--- src/rtl/bf16_add_sequencer.sv ---
// Operand FIFO and single-operation sequencer in front of a bfloat16 adder FSM.
// Define BF16_SEQ_STATS_EN to add the saturating ops_done/timeouts counters.
module bf16_add_sequencer #(
  parameter int DEPTH          = 4,
  parameter int TIMEOUT_CYCLES = 64
) (
  input  logic        clock,
  input  logic        n_reset,
  input  logic [15:0] in_a,
  input  logic [15:0] in_b,
  input  logic        in_valid,
  output logic        in_ready,
  output logic [15:0] adder_a,
  output logic [15:0] adder_b,
  input  logic        adder_ready,
  input  logic [15:0] adder_sum,
  output logic [15:0] out_sum,
  output logic        out_valid,
  input  logic        out_ready,
  output logic        busy,
`ifdef BF16_SEQ_STATS_EN
  output logic [15:0] ops_done,
  output logic [15:0] timeouts,
`endif
  output logic        timeout
);
  localparam int AW = $clog2(DEPTH);
  localparam int WW = $clog2(TIMEOUT_CYCLES + 1);

  typedef enum logic [1:0] {IDLE, LOAD, BUSY} state_e;

  state_e        state_q;
  logic [AW:0]   wr_q, rd_q;
  logic [31:0]   mem_q [DEPTH];
  logic [WW-1:0] wd_q;
  logic [15:0]   adder_a_q, adder_b_q, out_sum_q;
  logic          out_valid_q, busy_q, timeout_q;
  logic          full, empty, push, pop, running, abort, capture;
  logic [31:0]   head;

  // Extra pointer MSB separates full (MSBs differ) from empty (pointers equal).
  assign full  = (wr_q[AW] != rd_q[AW]) && (wr_q[AW-1:0] == rd_q[AW-1:0]);
  assign empty = (wr_q == rd_q);
  assign push  = in_valid && !full;
  assign pop   = (state_q == IDLE) && !empty && !out_valid_q;
  assign head  = mem_q[rd_q[AW-1:0]];

  assign running = (state_q == LOAD) || (state_q == BUSY);
  assign abort   = running && !adder_ready && (wd_q == WW'(TIMEOUT_CYCLES - 1));
  assign capture = (state_q == BUSY) && adder_ready;

  always_ff @(posedge clock) begin
    if (push) mem_q[wr_q[AW-1:0]] <= {in_a, in_b};
  end

  always_ff @(posedge clock or negedge n_reset) begin
    if (!n_reset) begin
      wr_q <= '0;
      rd_q <= '0;
    end else begin
      if (push) wr_q <= wr_q + 1'b1;
      if (pop)  rd_q <= rd_q + 1'b1;
    end
  end

  always_ff @(posedge clock or negedge n_reset) begin
    if (!n_reset) begin
      state_q     <= IDLE;
      wd_q        <= '0;
      adder_a_q   <= '0;
      adder_b_q   <= '0;
      out_sum_q   <= '0;
      out_valid_q <= 1'b0;
      busy_q      <= 1'b0;
      timeout_q   <= 1'b0;
    end else begin
      timeout_q <= abort;
      case (state_q)
        IDLE: if (pop) begin
          adder_a_q <= head[31:16];
          adder_b_q <= head[15:0];
          wd_q      <= '0;
          busy_q    <= 1'b1;
          state_q   <= LOAD;
        end
        // A ready pulse in LOAD ends any stale run; the adder starts ours next.
        LOAD: if (adder_ready) begin
          wd_q    <= '0;
          state_q <= BUSY;
        end else if (abort) begin
          busy_q  <= 1'b0;
          state_q <= IDLE;
        end else begin
          wd_q <= wd_q + 1'b1;
        end
        BUSY: if (adder_ready) begin
          out_sum_q <= adder_sum;
          busy_q    <= 1'b0;
          state_q   <= IDLE;
        end else if (abort) begin
          busy_q  <= 1'b0;
          state_q <= IDLE;
        end else begin
          wd_q <= wd_q + 1'b1;
        end
        default: begin
          busy_q  <= 1'b0;
          state_q <= IDLE;
        end
      endcase
      // Capture wins over a same-cycle drain.
      if (capture)                        out_valid_q <= 1'b1;
      else if (out_valid_q && out_ready)  out_valid_q <= 1'b0;
    end
  end

  assign in_ready  = !full;
  assign adder_a   = adder_a_q;
  assign adder_b   = adder_b_q;
  assign out_sum   = out_sum_q;
  assign out_valid = out_valid_q;
  assign busy      = busy_q;
  assign timeout   = timeout_q;

`ifdef BF16_SEQ_STATS_EN
  logic [15:0] ops_q, tos_q;

  always_ff @(posedge clock or negedge n_reset) begin
    if (!n_reset) begin
      ops_q <= '0;
      tos_q <= '0;
    end else begin
      if (capture && ops_q != 16'hFFFF) ops_q <= ops_q + 1'b1;
      if (abort && tos_q != 16'hFFFF)   tos_q <= tos_q + 1'b1;
    end
  end

  assign ops_done = ops_q;
  assign timeouts = tos_q;
`endif

endmodule

--- config.mk ---
export PLATFORM = sky130hd
export DESIGN_NAME = bf16_add_sequencer
export DESIGN_NICKNAME = d
export VERILOG_FILES = /design/src/rtl/bf16_add_sequencer.sv
export SDC_FILE = /design/constraint.sdc
export NUM_CORES = 1
export LEC_CHECK = 0
export CAP_MARGIN = 20
export CORE_MARGIN = 2
export CORE_UTILIZATION = 54
export DETAILED_ROUTE_END_ITERATION = 12
export GPL_ROUTABILITY_DRIVEN = 1
export PLACE_DENSITY_LB_ADDON = 0.05
export RECOVER_POWER = 100
export SYNTH_ARGS = -nofsm -noshare
export SYNTH_HDL_FRONTEND = slang
export SYNTH_SLANG_ARGS = --single-unit
--- constraint.sdc ---
create_clock -name clock -period 3.3 [get_ports clock]
set_input_delay 0.825 -clock clock [delete_from_list [all_inputs] [get_ports clock]]
set_output_delay 0.825 -clock clock [all_outputs]
set_load 0.03 [all_outputs]
==> results of run 1 <==
-- registers in the layout (all words and copies together) (netlist names) --
signal     flops
adder_a       16
out_sum       16
timeout        1
adder_b       16
wr_q           3
rd_q           3
busy           1
wd_q           7
mem_q        128
out_valid      1
state_q        2
-- synth_stat cells (all sizes together), types with 2 or more instances --
cell type / instances / area, um2
edfxtp: 128 / 3844
dfrtp: 66 / 1652
mux2: 50 / 638.1
mux4: 32 / 720.7
inv: 11 / 41.29
ha: 10 / 125.1
buf: 8 / 63.80
nand2: 8 / 30.03
o21ai: 8 / 40.04
a21oi: 6 / 30.03
nor2: 6 / 22.52
and2: 5 / 31.28
clkbuf: 5 / 18.77
xnor2: 5 / 58.81
a31oi: 3 / 18.77
nand3: 3 / 15.01
o211ai: 3 / 22.52
xor2: 3 / 26.28
nand4: 2 / 12.51
-- path summary, 6_finish.rpt --
kind | depth (start not counted) | startpoint | end | slack, ns
setup / recovery | 5 | in_valid | mem_q[1][27]$_DFFE_PP_ | 0.41
hold / removal | 1 | adder_b[6]$_DFFE_PN0P_ | adder_b[6]$_DFFE_PN0P_ | 0.48
setup reg to reg | 4 | wr_q[0]$_DFFE_PN0P_ | mem_q[1][27]$_DFFE_PP_ | 0.66
hold reg to reg | 1 | adder_b[6]$_DFFE_PN0P_ | adder_b[6]$_DFFE_PN0P_ | 0.48
max in group asynchronous | 1 | n_reset | rd_q[0]$_DFFE_PN0P_ | 1.34
min in group asynchronous | 1 | n_reset | timeout$_DFF_PN0_ | 0.84
-- final cells by class --
class,count,area share
clock buffer,19,0.04743
sequential,194,0.5887
tap,180,0.02412
timing repair buffer,113,0.1210
clock inverter,13,0.01420
inverter,11,0.004421
multi-input combinational,163,0.2002
-- power groups by stage --
stage / sequential [mW] / combinational (mW) / clock (mW)
4_1_cts: 3.69 / 4.00 / 2.04
5_1_grt: 3.74 / 3.78 / 2.12
3_3_place_gp: 3.69 / 3.94 / 0
3_5_place_dp: 3.73 / 3.98 / 0
6_report: 3.66 / 3.48 / 1.99
2_1_floorplan: 4.30 / 2.13 / 0
-- layer usage --
metal,vias up,share of wire,global-route usage,wire (um)
met2,122,0.49,0.2903,6296
met1,1927,0.44,0.2523,5722
met3,18,0.056,0.05019,725
met5,-,0,0,0
met4,0,0.014,0.07112,177
li1,1742,-,-,-
-- worst reg2reg max path: stages, from the launching register on --
cell and delay [ns]:
dfrtp_1 0.45, xnor2_2 0.19, a31oi_1 0.52, and2_0 0.90, buf_12 0.28
-- stage by stage --
step           hold slack, ns  worst slack [ns]  utilization  cells  total power, mW
6_report               0.4789            0.4103       0.6781    693            9.130
5_1_grt                0.5029            0.2482       0.6781    693            9.643
4_1_cts                0.4914            0.4983       0.6870    693            9.724
3_5_place_dp           0.4767            0.4905       0.6453    661            7.708
3_3_place_gp           0.4660            0.5112       0.6453    661            7.627
2_1_floorplan          0.4841            0.8445            -    381            6.433
-- logic make-up after synthesis --
logic type,count (synthesis),share of synthesized area
DFF,194,0.7249
adders and majority gates,10,0.01650
muxes,82,0.1792
and+or+nand+nor,31,0.02146
xor gates and xnor gates,8,0.01122
buffers and inverters,24,0.01634
AOI/OAI and AO/OA,32,0.03037
==> metrics.txt, run 1 <==
status=finished, violations left; failing checks=capacitance limit, slew limit; vias in the first global route=3852; Unique masters post-synth=43; power share of the clock group=0.218; IO Pins=105; TNS Setup=0 ns; Final min period=2.890 ns; CP Class=primary input to flip-flop; First-pass DRT Iterations=4; final wirelength=12920 um; PwrDens=977.7 nW/um2; Comb power frac=0.382; type of origin of the critical path=primary input; share of cells above drive strength 1=0.1910; asr flop ratio synth=0.3402; multi-input logic area=1869 um2; Synth Net Count=444; Num CTS Buffers=17; critical path's slowest cell=and2_0; Avg Cell Area, Syn=19.90 um2; CP top delay family=simple AND/OR/NAND/NOR gates; routed via count=3809; number of synthesized flops with an enable pin=128; final instance area=9339 um2; worst slew pin tran=1.695 ns; Psw=3.055 mW; Max Cap Violations=1; WP buf/inv=3; post-CTS setup buffers=0; CTS max path bufs=2; Clk Latency, worst-skew pair=0.43 ns; Final Max Tran Viols=67; P_leak=3.411 nW; clock sinks=194; post-CTS sizing=0; Hold Fails Final Rpt=0; most common cell after layout, fill and taps aside=edfxtp_1; Worst Setup End Kind=flip-flop; Die Wd=122.5 um; Reg area=5498 um2; register area share after synthesis=0.7249; Cell Rows=43; hold buffers post-CTS=0; critical-path cell list=dlygate4sd3_1, inv_1, a31oi_1, and2_0, buf_12; Final nets=563; worst min path class=flip-flop to flip-flop; FILL cells=947; Net Sw Frac=0.3346; Pint=6.075 mW; chip height=122.5 um; DRC Markers=0; register share of total power=0.401; Post-synth top flop=edfxtp_1; largest net degree at the start of global routing=67; slew margin rel.=-0.1298; Total GRT Usage=0.1856; Critical Path Max Stage Delay=0.90 ns; Antenna diodes=0; Layout Skew=0.01422 ns; routed length per instance=18.65 um; CTS root buf=clkbuf_16; synthesis warning total=0; initial drt markers=252; Max FO, Critical Path=20; period utilization=0.8757; DP HPWL=8049 um; Cell Area, Synth=7581 um2; routability cong.=0.7988; total gr overflow=0; Max H-tree Level=4; Synth Register Bits=194; global-route wire length before repair=20240 um; clock-pin slew on the worst setup and hold paths=0.06 ns; Die Footprint=15000 um2; RSZ-0062 raised after global routing=no; most frequent cells in the layout=128 x edfxtp_1, 86 x dlygate4sd3_1, 64 x dfrtp_1; Core Area=13770 um2; initial antenna violation count=0; Setup Viol. Count Final=0; starting density of the core=0.5504; Fmax achieved=0.3461 GHz; CP arrival=3.02 ns; CTS tree=done; Placed Area=8887 um2; DR vias/cell=5.496; PortBufs=104; Antenna Nets Post-Route=0; Max VDD drop=479.1 uV; Layout Area Growth over Synthesis=23.19%; synthesized netlist cell count=381; Crit path required time=3.43 ns
No activity file was read; power rests on OpenSTA's default activity.
==> run 2: changes to the inputs <==
--- a/config.mk
+++ b/config.mk
@@ -6,8 +6,11 @@
 export NUM_CORES = 1
 export LEC_CHECK = 0
 export CAP_MARGIN = 20
+export CELL_PAD_IN_SITES_DETAIL_PLACEMENT = 0
+export CELL_PAD_IN_SITES_GLOBAL_PLACEMENT = 1
+export CORE_ASPECT_RATIO = 1.1
 export CORE_MARGIN = 2
-export CORE_UTILIZATION = 54
+export CORE_UTILIZATION = 30
 export DETAILED_ROUTE_END_ITERATION = 12
 export GPL_ROUTABILITY_DRIVEN = 1
 export PLACE_DENSITY_LB_ADDON = 0.05
==> run 2 against run 1 <==
  * The run still ends with capacitance limit, slew limit left
  * Maximum frequency increased by 2.6%
  * Non-clock buffer count decreased by 1
  * Clock skew about the same
  * Sequential share of layout area decreased by 0.81 points
  * Utilization decreased by 30 points
  * Final cell count increased by 19%
  * Count of clock-buffer cells in the layout decreased by 1
  * Die area increased by 77%
  * Via count increased by 1.8%
  * Register-to-register slack about the same
  * Flip-flop and latch count unchanged
  * Clock power about the same
  * Highest routed layer unchanged
==> metrics.txt, run 2 (synthesized netlist as in run 1, its figures left out) <==
Max VDD drop=403.8 uV (was 479.1 uV); Num CTS Buffers=17 (unchanged); slew margin rel.=-0.1937 (was -0.1298); Final min period=2.816 ns (was 2.890 ns); CTS max path bufs=2 (unchanged); chip height=170.7 um (was 122.5 um); share of cells above drive strength 1=0.2012 (was 0.1910); clock sinks=194 (unchanged); total power=9.179 mW (was 9.130 mW); CTS root buf=clkbuf_16 (unchanged); Max Cap Violations=1 (unchanged); Max H-tree Level=4 (unchanged); status=finished, violations left (unchanged); Setup Viol. Count Final=0 (unchanged); Largest register FFs=128 (unchanged); P_leak=3.403 nW (was 3.411 nW); First-pass DRT Iterations=4 (unchanged); # placed instances=795 (was 661); RSZ-0062 raised after global routing=no (unchanged); initial drt markers=226 (was 252); vias in the first global route=4178 (was 3852); Final nets=562 (was 563); FILL cells=2348 (was 947); Worst Setup End Kind=flip-flop (unchanged); Layout Area Growth over Synthesis=24.97% (was 23.19%); PwrDens=968.8 nW/um2 (was 977.7 nW/um2); final non-filler cell total=828 (was 693); Hold Fails Final Rpt=0 (unchanged); period utilization=0.8532 (was 0.8757); type of origin of the critical path=primary input (unchanged); starting density of the core=0.3028 (was 0.5504); Clk Latency, worst-skew pair=0.43 ns (about the same); routability cong.=0.7457 (was 0.7988); worst slew pin tran=1.790 ns (was 1.695 ns); Antenna Nets Post-Route=0 (unchanged); Layout Skew=0.01381 ns (was 0.01422 ns); final wirelength=15170 um (was 12920 um); clock-pin slew on the worst setup and hold paths=0.07 ns (was 0.06 ns); DRC Markers=0 (unchanged); DP HPWL=9035 um (was 8049 um); Total GRT Usage=0.1208 (was 0.1856); DR vias/cell=4.682 (was 5.496); TNS Setup=0 ns (unchanged); Fmax achieved=0.3552 GHz (was 0.3461 GHz); Final Max Tran Viols=67 (unchanged); Cell Rows=61 (was 43); Crit path required time=3.34 ns (was 3.43 ns); most frequent cells in the layout=128 x edfxtp_1, 86 x dlygate4sd3_1, 64 x dfrtp_1 (unchanged); CP arrival=2.85 ns (was 3.02 ns); most common cell after layout, fill and taps aside=edfxtp_1 (unchanged); CP Class=primary input to flip-flop (unchanged); largest net degree at the start of global routing=67 (unchanged); worst min path class=flip-flop to flip-flop (unchanged); Die Footprint=26560 um2 (was 15000 um2); Max FO, Critical Path=33 (was 20); hold buffers post-CTS=0 (unchanged); Die Wd=155.6 um (was 122.5 um); post-CTS sizing=0 (unchanged); routed length per instance=18.32 um (was 18.65 um); PortBufs=104 (unchanged); routed via count=3877 (was 3809); Final Util=0.3784 (was 0.6781); IO Pins=105 (unchanged); CTS tree=done (unchanged); Core Area=25030 um2 (was 13770 um2); global-route wire length before repair=23910 um (was 20240 um); post-CTS setup buffers=0 (unchanged); initial antenna violation count=1 (was 0); failing checks=capacitance limit, slew limit (unchanged); total gr overflow=0 (unchanged)
[run 2: changes by cell type in the layout (fill, tap and decap cells not counted), sizes merged]
cell	change
inv	+5
buf	-3
bufinv	-2
clkbuf	+1
clkinv	-1
clkinvlp	-1
diode	+1
[run 2: routing by layer]
layer  vias up  global-route usage  share of wire
met5         -                   0              0
met4         0             0.03311          0.011
met3        10             0.03419          0.037
met2        80              0.2064           0.51
met1      2044              0.1507           0.44
li1       1743                   -              -
[run 2: metrics by stage]
| stage | hold WS, ns | setup WS [ns] | instance area, um2 |
|---|---|---|---|
| after global routing | 0.5114 | 0.3028 | 9472 |
| final | 0.4855 | 0.4845 | 9474 |
| after detailed placement | 0.4820 | 0.6870 | 9051 |
| after global placement | 0.4689 | 0.7138 | 9051 |
| after CTS | 0.4992 | 0.4625 | 9633 |
| after floorplan | 0.4841 | 0.8445 | 7581 |
[run 2: critical path: stages]
cell	delay, ns
dlygate4sd3_1	0.52
inv_1	0.05
a31oi_1	0.42
and2_2	0.23
clkbuf_2	0.79
[run 2: report_power, final]
part / internal [mW] / switching [mW]
Clock: 1.03 / 0.980
Sequential: 3.39 / 0.264
Combinational: 1.51 / 2.00
Total: 5.93 / 3.24
[run 2: final timing paths]
| check | startpoint | end | slack, ns | depth (start not counted) |
|---|---|---|---|---|
| worst max-delay path | in_valid | mem_q[3][6]$_DFFE_PP_ | 0.48 | 5 |
| worst min-delay path | adder_a[2]$_DFFE_PN0P_ | adder_a[2]$_DFFE_PN0P_ | 0.49 | 1 |
| worst max register to register | state_q[0]$_DFFE_PN0P_ | adder_b[12]$_DFFE_PN0P_ | 0.66 | 6 |
| worst min register to register | adder_a[2]$_DFFE_PN0P_ | adder_a[2]$_DFFE_PN0P_ | 0.49 | 1 |
| max in group asynchronous | n_reset | rd_q[0]$_DFFE_PN0P_ | 1.14 | 1 |
| min in group asynchronous | n_reset | timeout$_DFF_PN0_ | 0.87 | 1 |
[run 2: layout make-up]
type | instances | area (um2) | area share
diodes | 1 | 2.502 | 0.0002641
flip-flops and latches | 194 | 5500 | 0.5806
inverters | 11 | 41.29 | 0.004358
multi-input cells | 163 | 1874 | 0.1978
clock buffers | 18 | 439.2 | 0.04635
repair buffers | 112 | 1080 | 0.1140
well taps | 315 | 394.1 | 0.04160
clock inverters | 14 | 142.6 | 0.01506
